### src/rtl/hp_manager.sv
// Hit-point manager for a two-player round-based game.
// Tracks both players' HP from the upstream win/lose verdict, pulses HIT on each
// applied decrement, and latches the result in GAME_OVER until RESTART or RST.
// Optional feature: define HP_DRAW_DAMAGE_EN so that a draw verdict damages both players.
module hp_manager #(
    parameter logic [3:0] HP_INIT = 4'd5,
    parameter logic [3:0] DAMAGE  = 4'd1
) (
    input  logic       CLK,
    input  logic       RST,
    input  logic [1:0] WL_IN,
    input  logic       RESTART,
    output logic [3:0] MY_HP,
    output logic [3:0] EN_HP,
    output logic [1:0] HIT,
    output logic       GAME_END,
    output logic [1:0] RESULT
);

    localparam logic [0:0] ST_PLAY      = 1'b0;
    localparam logic [0:0] ST_GAME_OVER = 1'b1;

    localparam logic [1:0] WL_NONE  = 2'b00;
    localparam logic [1:0] WL_SELF  = 2'b01;
    localparam logic [1:0] WL_ENEMY = 2'b10;
    localparam logic [1:0] WL_DRAW  = 2'b11;

    logic [0:0] state_q, state_d;
    logic [1:0] wl_prev_q;
    logic [3:0] my_hp_q, my_hp_d;
    logic [3:0] en_hp_q, en_hp_d;
    logic [1:0] hit_q, hit_d;
    logic [1:0] result_q, result_d;

    logic       draw_dmg;
    logic       verdict_ev;
    logic       dmg_en;
    logic       dmg_my;

`ifdef HP_DRAW_DAMAGE_EN
    assign draw_dmg = 1'b1;
`else
    assign draw_dmg = 1'b0;
`endif

    // A verdict held over several cycles counts once; a direct change between
    // two non-zero codes is a fresh event.
    assign verdict_ev = (WL_IN != WL_NONE) && (WL_IN != wl_prev_q);
    assign dmg_en     = verdict_ev && ((WL_IN == WL_SELF)  || ((WL_IN == WL_DRAW) && draw_dmg));
    assign dmg_my     = verdict_ev && ((WL_IN == WL_ENEMY) || ((WL_IN == WL_DRAW) && draw_dmg));

    // Saturating subtraction of DAMAGE.
    function automatic logic [3:0] sat_sub(input logic [3:0] hp);
        sat_sub = (hp > DAMAGE) ? (hp - DAMAGE) : 4'd0;
    endfunction

    // Next-state logic: apply damage in PLAY, wait for RESTART in GAME_OVER.
    always_comb begin
        state_d  = state_q;
        my_hp_d  = my_hp_q;
        en_hp_d  = en_hp_q;
        hit_d    = 2'b00;
        result_d = result_q;
        if (state_q == ST_PLAY) begin
            if (dmg_en || dmg_my) begin
                if (dmg_my) begin
                    my_hp_d = sat_sub(my_hp_q);
                end
                if (dmg_en) begin
                    en_hp_d = sat_sub(en_hp_q);
                end
                hit_d = {dmg_my, dmg_en};
                // KO is decided on the same edge as the decrement.
                if ((my_hp_d == 4'd0) || (en_hp_d == 4'd0)) begin
                    state_d  = ST_GAME_OVER;
                    result_d = {my_hp_d == 4'd0, en_hp_d == 4'd0};
                end
            end
        end else begin
            // Verdicts are ignored here, including one arriving with RESTART.
            if (RESTART) begin
                state_d  = ST_PLAY;
                my_hp_d  = HP_INIT;
                en_hp_d  = HP_INIT;
                result_d = 2'b00;
            end
        end
    end

    // State registers with synchronous reset taking priority over all inputs.
    always_ff @(posedge CLK) begin
        if (RST) begin
            state_q   <= ST_PLAY;
            wl_prev_q <= WL_NONE;
            my_hp_q   <= HP_INIT;
            en_hp_q   <= HP_INIT;
            hit_q     <= 2'b00;
            result_q  <= 2'b00;
        end else begin
            state_q   <= state_d;
            wl_prev_q <= WL_IN;
            my_hp_q   <= my_hp_d;
            en_hp_q   <= en_hp_d;
            hit_q     <= hit_d;
            result_q  <= result_d;
        end
    end

    assign MY_HP    = my_hp_q;
    assign EN_HP    = en_hp_q;
    assign HIT      = hit_q;
    assign GAME_END = (state_q == ST_GAME_OVER);
    assign RESULT   = result_q;

endmodule

### config.mk
export PLATFORM = sky130hd
export DESIGN_NAME = hp_manager
export DESIGN_NICKNAME = d
export VERILOG_FILES = /design/src/rtl/hp_manager.sv
export SDC_FILE = /design/constraint.sdc
export NUM_CORES = 1
export LEC_CHECK = 0
export CAP_MARGIN = 20
export CORE_MARGIN = 2
export CORE_UTILIZATION = 49
export CTS_CLUSTER_DIAMETER = 100
export DETAILED_ROUTE_END_ITERATION = 16
export PLACE_DENSITY = 0.78
export RECOVER_POWER = 50
export SETUP_SLACK_MARGIN = 0.15
export SLEW_MARGIN = 20
export SYNTH_ARGS = -nofsm -noshare
export SYNTH_HDL_FRONTEND = slang
export SYNTH_SLANG_ARGS = --single-unit
### constraint.sdc
create_clock -name CLK -period 2 [get_ports CLK]
set_input_delay 0.6 -clock CLK [delete_from_list [all_inputs] [get_ports CLK]]
set_output_delay 0.6 -clock CLK [all_outputs]
set_load 0.01 [all_outputs]
# Yosys cells after proc, flatten, opt, wreduce, memory -nomap -nowiden
# Cells that the tools add are included.
# totals
register_bits	15
latchBits	0
ramBits	0
mem_bits_ro	0
inputBits	5
output_inout_bits	13
wordCells	49
mem_count	0
# classes
add_sub_neg	2
n_mul	0
n_div	0
order_cmp	2
n_eq_ne	4
shifts	0
mux	21
bitwise_logic	1
reduce_logical	13
# ops
operator	count
$mux 4	13
$gt 4x1->1 const B	2
$logic_not 4->1	2
$mux 2	4
$sub 4x1->4 const B	2
$reduce_bool 2->1	3
$mux 1	4
$logic_and 1x1->1	3
$reduce_and 3->1	1
$reduce_or 3->1	1
$eq 2x1->1 const B	1
$eq 2x2->1 const B	1
$logic_or 1x1->1	2
$ne 2x2->1	1
$ne 2x2->1 const B	1
$reduce_and 2->1	1
$not 1->1	1

# Depth between registers and ports, before layout
# Gate-level depths: netlist of run 1.
# logic_depth
ltp_word	11
depth_mapped	7
depth_no_buf	7

# Worst setup path after synthesis of run 1
# OpenSTA, ideal clock, no wires.
# synth_path
path_kind	input port to flip-flop
startpoint	input port WL_IN[0]
endpoint	register result_q[0] (netlist: RESULT[0])
setup_time_ns	0.079
arrival_time_ns	1.693
t_required_ns	1.921
path_slack_ns	0.228
path_stages	5
path_buffers	0
cell_sequence	nand2b_1 nor2_1 o21ai_1 or4b_1 o211ai_1
# synth_via
elab_chain_cells	10
word_cells_on_any_way	23
cone_classes	3 x eq/ne; 9 x mux; 11 x reduce/logical
# synth_lines
item	line_no	rtl
from (decl)	11	input logic [1:0] WL_IN,
$ne 2x2->1 / $reduce_bool 2->1 (equally long branches)	48	assign verdict_ev = (WL_IN != WL_NONE) && (WL_IN != wl_prev_q);
$logic_and 1x1->1	48	
$logic_and 1x1->1, on equally long branches	49, 50	
$mux 4, on equally long branches	69, 66	
$mux 4	65	if (dmg_en || dmg_my) begin
$mux 4	64	if (state_q == ST_PLAY) begin
$logic_not 4->1, on equally long branches	74, 76	
$mux 2 / $logic_or 1x1->1 (equally long branches)	74	if ((my_hp_d == 4'd0) || (en_hp_d == 4'd0)) begin
$mux 2 / $reduce_bool 2->1 (equally long branches)	-	
$mux 2 / $reduce_and 3->1 (equally long branches)	-	
to (signal assigned)	105	result_q <= result_d;
to (decl)	33	logic [1:0] result_q, result_d;
# Several ways; a longest one is shown, not always the timed one. The select of a mux whose other input is x is not followed.
# A chain may end at the register's enable or synchronous reset.

# Final worst setup path of run 1
# layout_path
startpoint	register en_hp_q[2] (netlist: EN_HP[2])
endpoint	output port EN_HP[2]
# layout_lines
item	line_no	rtl
from (decl)	31	logic [3:0] en_hp_q, en_hp_d;
from (signal assigned)	103	en_hp_q <= en_hp_d;
to (decl)	14	output logic [3:0] EN_HP,
# No word-level cell between the ends.

==> results of run 1 <==
==> Yosys cell counts (2+ instances only) <==
library cell  count
nand2_1           9
o21ai_0           4
nand3_1           2
o21bai_1          3
nor3_1            6
o22ai_1           3
a31oi_1           3
o31ai_1           2
dfxtp_1          15
ha_1              4
inv_1             8
a22oi_1           2
nor2_1            7
a21o_1            2
nor2b_1           7
nand2b_1          4
==> path summary, 6_finish.rpt <==
kind | start | end | depth (start not counted)
setup / recovery | EN_HP[2] | EN_HP[2] | 1
hold / removal | RESULT[1] | RESULT[1] | 2
setup reg to reg | EN_HP[1] | RESULT[1] | 7
hold reg to reg | RESULT[1] | RESULT[1] | 2
==> cells in the final DEF, fill, tap and decap left out, types with 2 or more instances in the layout <==
master | netlist | layout
o31ai_1 | 2 | 2
nand2b_1 | 4 | 3
nand2_1 | 9 | 9
nor3_1 | 6 | 6
clkbuf_4 | 0 | 5
dfxtp_2 | 0 | 3
a21o_1 | 2 | 2
dlygate4sd3_1 | 0 | 2
nor2b_1 | 7 | 6
buf_4 | 0 | 9
inv_1 | 8 | 8
dfxtp_1 | 15 | 11
a31oi_1 | 3 | 3
ha_1 | 4 | 3
a22oi_1 | 2 | 2
clkdlybuf4s50_1 | 0 | 8
clkbuf_1 | 0 | 3
dlygate4sd2_1 | 0 | 5
o22ai_1 | 3 | 3
o21bai_1 | 3 | 3
nor2_1 | 7 | 6
o21ai_0 | 4 | 4
nand3_1 | 2 | 2
==> kinds of logic (layout without fill, tap and decap cells) <==
kind of cell	Yosys count	in the layout
simple gates	43	43
compound gates	32	32
flops	15	15
buf+inv	8	43
fa+ha+maj	4	4
xor+xnor	1	1
==> layout make-up <==
type                            instances  area share
Clock inverter                          1     0.00415
Clock buffer                            3      0.0187
Tap cell                               17      0.0176
Timing Repair Buffer                   31       0.216
Inverter                                8      0.0249
Sequential cell                        15       0.255
Multi-Input combinational cell         80       0.464
==> power by group through the flow <==
stage	Combinational, uW	Clock (uW)	Sequential, uW
global route	145	196	316
detailed placement	129	0	323
finish	131	180	315
global placement	126	0	323
floorplan	63.4	0	326
CTS	131	184	317
==> metal layers <==
layer / vias up / global-route usage / part of all wire
li1: 452 / - / -
met1: 418 / 0.319 / 0.47
met2: 31 / 0.350 / 0.45
met3: 7 / 0.0714 / 0.062
met4: 0 / 0.131 / 0.019
met5: - / 0 / 0
==> through the flow <==
stage               cells  setup slack [ps]
floorplan             103               228
global placement      151              -218
detailed placement    151              -255
CTS                   155               135
global route          155              76.4
finish                155               134
==> what timing repair did <==
action,4_1_cts,5_1_grt
pin swaps,0,0
setup endpoints to repair,15,9
gates resized for setup,16,5
==> flip-flops by register name, indices dropped and copies added, names as in the netlist <==
register	flops
MY_HP	4
wl_prev_q	2
HIT	2
RESULT	2
EN_HP	4
GAME_END	1
==> results.md, run 1 <==
* Reg clk slew, reported paths at about 90 ps
* Ys async rst share at 0
* Largest net degree at the start of global routing at 10
* Warnings from Yosys at 0
* Worst path cell trace: clkdlybuf4s50_1
* Drt pass-1 iters at 4
* Root Driver: clkbuf_4
* Total gr overflow at 0
* Post-CTS Hold Buffers at 0
* Mux contribution to synthesized area at 0
* # clock sinks at 15
* Final setup violation count at 0
* IO Count at 18
* Reg area at 308 sq um
* Total Routed Length at 2230 um
* Setup TNS at 0 ps
* Post-Synth Adder-Cell Area at 0.0580
* Postcts setup bufs at 0
* CP Data Required Time at about 1400 ps
* Multi-input logic area at approximately 560 sq um
* Crit path max-delay family: buffers and inverters
* Simple-gate portion of the synthesized area at 0.271
* Tot Pwr at roughly 630 uW
* Via density at 5.86
* Initial Util at 0.511
* Share of power burned in registers at 0.503
* CP max FO at 6
* Least-Margin Pin Slew at between 400 and 500 ps
* Syn_nets at approximately 110
* Synth Cell Area at between 800 and 900 sq um
* Synth-to-Final Area Change at 39.7%
* Switch share at 0.293
* Post-synth top area cell: dfxtp_1
* Max-slew violations at 0
* XOR/XNOR Fraction of Synth Area at 0.0101
* Post-synthesis compound-gate area fraction at 0.278
* Total global-route track usage at 0.242
* Switching power at roughly 180 uW
* Peak VDD IR at between 300 and 400 uV
* Sequential area share after synthesis at 0.348
* LEAKAGE at approximately 0.00053 uW
* 1st-iter DRT viols at 23
* Worst endpoint data arrival time at 1270 ps
* Critical path buffer and inverter count at 1
* RSZ-0062 raised after global routing: true
* Syn Area/Cell at ~8.4 sq um
* Placer Congestion at between 0.9 and 1
* Clock power frac at 0.287
* Core ar. at around 1700 sq um
* MaxCap Viol Count at 0
* Internal power at about 440 uW
* Worst-path cell with the longest stage delay: clkdlybuf4s50_1
* CTS buffer count at 3
* DIE AREA at between 2000 and 2500 sq um
* Largest cells by area after synthesis: dfxtp_1 (35%), ha_1 (5.8%), nor2b_1 (5.1%)
* Post-route cell area at about 1200 sq um
* Post-DP HPWL at 1640 um
* TritonCTS clock tree: done
* Final Net Count at about 150
* Post-synth top area share at 0.348
* CTS max path bufs at 2
* Predominant post-synthesis flop cell: dfxtp_1
* Post-Syn Instances at 103
* Unique masters post-synth at 38
* Share of cells above drive strength 1 at 0.210
* R2R Setup Slk at about 230 ps
* Status: completed
* WS Path Type: reg2out
* Dpl cell area at around 1200 sq um
* Combinational share of power at 0.210
* N_diodes at 0
* Slew Limit Headroom at 0.693
* CP Capture Type: output pin
* Die width at 46.0 um
* Final Skew at between 0.9 and 1 ps
* Wire per inst at about 14 um
* Layout Utilization at 0.714
* Vias in the first global route at ~800
* Worst hold margin at about 530 ps
* HP Class: reg2reg
* First-pass GRT wire length at ~3600 um
* Tcrit/Tclk final at 0.933
* Worst path max stage delay at around 560 ps
* Vias at 908
* Largest family of logic cells by synthesized area: compound AO/OA/AOI/OAI gates
* Worst setup SP type: flop
* IO Port Bufs at 17
* Filler instances at about 140
* Final ANT Viol Nets at 0
* Number of remaining DRC errors at 0
* Max Freq at approximately 540 MHz
* Initial antenna violation count at 0
* Htree depth at 1
* Cell Rows at 15
* Die height at about 46 um
* Final Hold Viols at 0
* #FFs+latches synth at 15
* Minimum clock period at 1870 ps
* Clk_lat worst skew at approximately 300 ps
* Power Density at around 520 nW/um^2
* EDFF count, synth at 0
(Power assumes the default switching activity.)
==> inputs of run 2 (changes only) <==
Settings changed: SKIP_CTS_REPAIR_TIMING from default to 1.
==> run 2 against run 1 <==
Effect of this change: sequential power about the same; critical path depth up 4; wire length up 6.1%; clock-buffer cell count unchanged; critical path type is now in2reg; core utilization up 1.8 points; highest routed layer unchanged; global-route usage down 0.81 points; sequential share of layout area up 0.19 points.
==> results.md, run 2 (synthesis gave the netlist of run 1 again) <==
* CTS max path bufs at 2 (unchanged)
* WS Path Type: in2reg
* WHS Endpoint: RESULT[0]
* Final setup violation count at 0 (unchanged)
* LEAKAGE at 0.000542 uW (+1.5%)
* Final ANT Viol Nets at 0 (unchanged)
* Placer Congestion at 0.954 (unchanged)
* Worst R2R Path Depth at 6 (-1)
* Power Density at 506 nW/um^2 (-2.6%)
* Worst endpoint data arrival time at 2040 ps (+770 ps)
* Vias at 934 (+2.9%)
* CP Capture Type: flop
* Reg clk slew, reported paths at 90 ps (about the same)
* Share of cells above drive strength 1 at 0.232 (+0.0217)
* Initial Util at 0.511 (unchanged)
* IO Port Bufs at 17 (unchanged)
* Final worst slack at 187 ps (+52.9 ps)
* Hold wc startpoint: RESULT[0]
* Filler instances at 129 (-4.4%)
* Least-Margin Pin Slew at 488 ps (+29.3 ps)
* Total global-route track usage at 0.234 (-0.00805)
* Worst path cell trace: dlygate4sd3_1 > nor2_1 > o21ai_1 > or4b_1 > o211ai_1
* Status: completed
* Worst path max stage delay at 600 ps (+40 ps)
* Htree depth at 1 (unchanged)
* Minimum clock period at 1810 ps (-52.9 ps)
* N_diodes at 0 (unchanged)
* Reg area at 318 sq um (+3.3%)
* Drt pass-1 iters at 4 (unchanged)
* # clock sinks at 15 (unchanged)
* Final Net Count at 148 (unchanged)
* Cell Rows at 15 (unchanged)
* HP Class: reg2reg
* Worst setup SP type: primary input
* Die height at 46.0 um (unchanged)
* Total gr overflow at 0 (unchanged)
* Initial antenna violation count at 0 (unchanged)
* Internal power at 442 uW (-0.25%)
* Non-filler cells, final at 155 (unchanged)
* IO Count at 18 (unchanged)
* Die width at 46.0 um (unchanged)
* Slew Limit Headroom at 0.674 (-0.0196)
* Tcrit/Tclk final at 0.907 (-0.0264)
* Combinational share of power at 0.218 (+0.008)
* Worst r2r src: MY_HP[0]
* First-pass GRT wire length at 3510 um (-2.5%)
* TritonCTS clock tree: done
* Switch share at 0.294 (+0.000496)
* RSZ-0062 raised after global routing: true
* Multi-input logic area at 568 sq um (+1.6%)
* CTS buffer count at 3 (unchanged)
* Core ar. at 1690 sq um (unchanged)
* DIE AREA at 2110 sq um (unchanged)
* Post-DP HPWL at 1640 um (unchanged)
* Vias in the first global route at 805 (-1.6%)
* WHS Path Cells at 2 (unchanged)
* DP Worst Slack at -255 ps (unchanged)
* Worst R2R End: GAME_END
* Clk_lat worst skew at 300 ps (about the same)
* Via density at 6.03 (+2.9%)
* Share of power burned in registers at 0.499 (-0.004)
* Largest net degree at the start of global routing at 10 (unchanged)
* CP max FO at 4 (-2)
* Peak VDD IR at 369 uV (+5.8%)
* Commonest non-fill, non-tap cells in the layout: dfxtp_1 (9), nand2_1 (9), buf_4 (9)
* Clock power frac at 0.283 (-0.004)
* 1st-iter DRT viols at 36 (+57%)
* Switching power at 184 uW (about the same)
* Final Skew at 7.36 ps (+6.39 ps)
* Max-slew violations at 0 (unchanged)
* R2R Setup Slk at 220 ps (about the same)
* Synth-to-Final Area Change at 43.2%
* Worst-path cell with the longest stage delay: dlygate4sd3_1
* Root Driver: clkbuf_4
* Wire per inst at 15.3 um (+6.1%)
* CP Data Required Time at 2230 ps (+830 ps)
* Final Hold Viols at 0 (unchanged)
* Total Routed Length at 2370 um (+6.1%)
* MaxCap Viol Count at 0 (unchanged)
* Placed cell count at 151 (unchanged)
* Max Freq at 552 MHz (+2.9%)
* Number of remaining DRC errors at 0 (unchanged)
-- run 2: changes by cell type in the layout (fill, tap and decap cells not counted), sizes merged --
cell           before  now
clkdlybuf4s25       1    5
dlygate4sd2         5    0
dlygate4sd3         2    1
dlymetal6s2s        1    3
-- run 2: how the worst max path moves through the flow --
stage,start,end,slack [ps],depth (start not counted)
finish,RST,RESULT[0],190,5
global route,RST,RESULT[0],110,5
CTS,GAME_END,GAME_END,40,1
detailed placement,WL_IN[0],RESULT[0],-260,6
global placement,WL_IN[0],RESULT[0],-220,6
floorplan,WL_IN[0],RESULT[0],230,5
-- run 2: final cells by class --
type / instances / share of cell area
Inverter: 8 / 0.0243
Multi-Input combinational cell: 80 / 0.460
Tap cell: 17 / 0.0172
Clock buffer: 3 / 0.0182
Timing Repair Buffer: 31 / 0.220
Clock inverter: 1 / 0.00405
Sequential cell: 15 / 0.257
-- run 2: per-stage QoR --
stage                     TNS [ps]  utilization  hold slack, ps  power [uW]  area (sq um)
after floorplan                  0            -             513         390           863
after global placement       -1480        0.687             491         449          1160
after detailed placement     -1870        0.687             517         452          1160
after CTS                        0        0.703             530         630          1190
after global routing             0        0.732             546         662          1240
final                            0        0.732             524         626          1240
-- run 2: layer usage --
| layer | global-route usage | wire length (um) | vias to the layer above |
|---|---|---|---|
| met5 | 0 | 0 | - |
| met4 | 0.126 | 70 | 0 |
| met3 | 0.0675 | 135 | 11 |
| met2 | 0.333 | 1090 | 36 |
| met1 | 0.314 | 1070 | 429 |
| li1 | - | - | 458 |
-- run 2: worst max-delay path, delay by kind of cell --
family                 cells  cell delay (ps)
and+or+nand+nor            2              640
AOI/OAI and AO/OA          2              190
buffers and inverters      1              600
-- run 2: power by group through the flow --
stage          Sequential [uW]  Combinational (uW)  Clock [uW]
3_5_place_dp               323                 129           0
2_1_floorplan              326                63.4           0
6_report                   312                 136         177
5_1_grt                    314                 149         199
4_1_cts                    316                 129         184
3_3_place_gp               323                 126           0
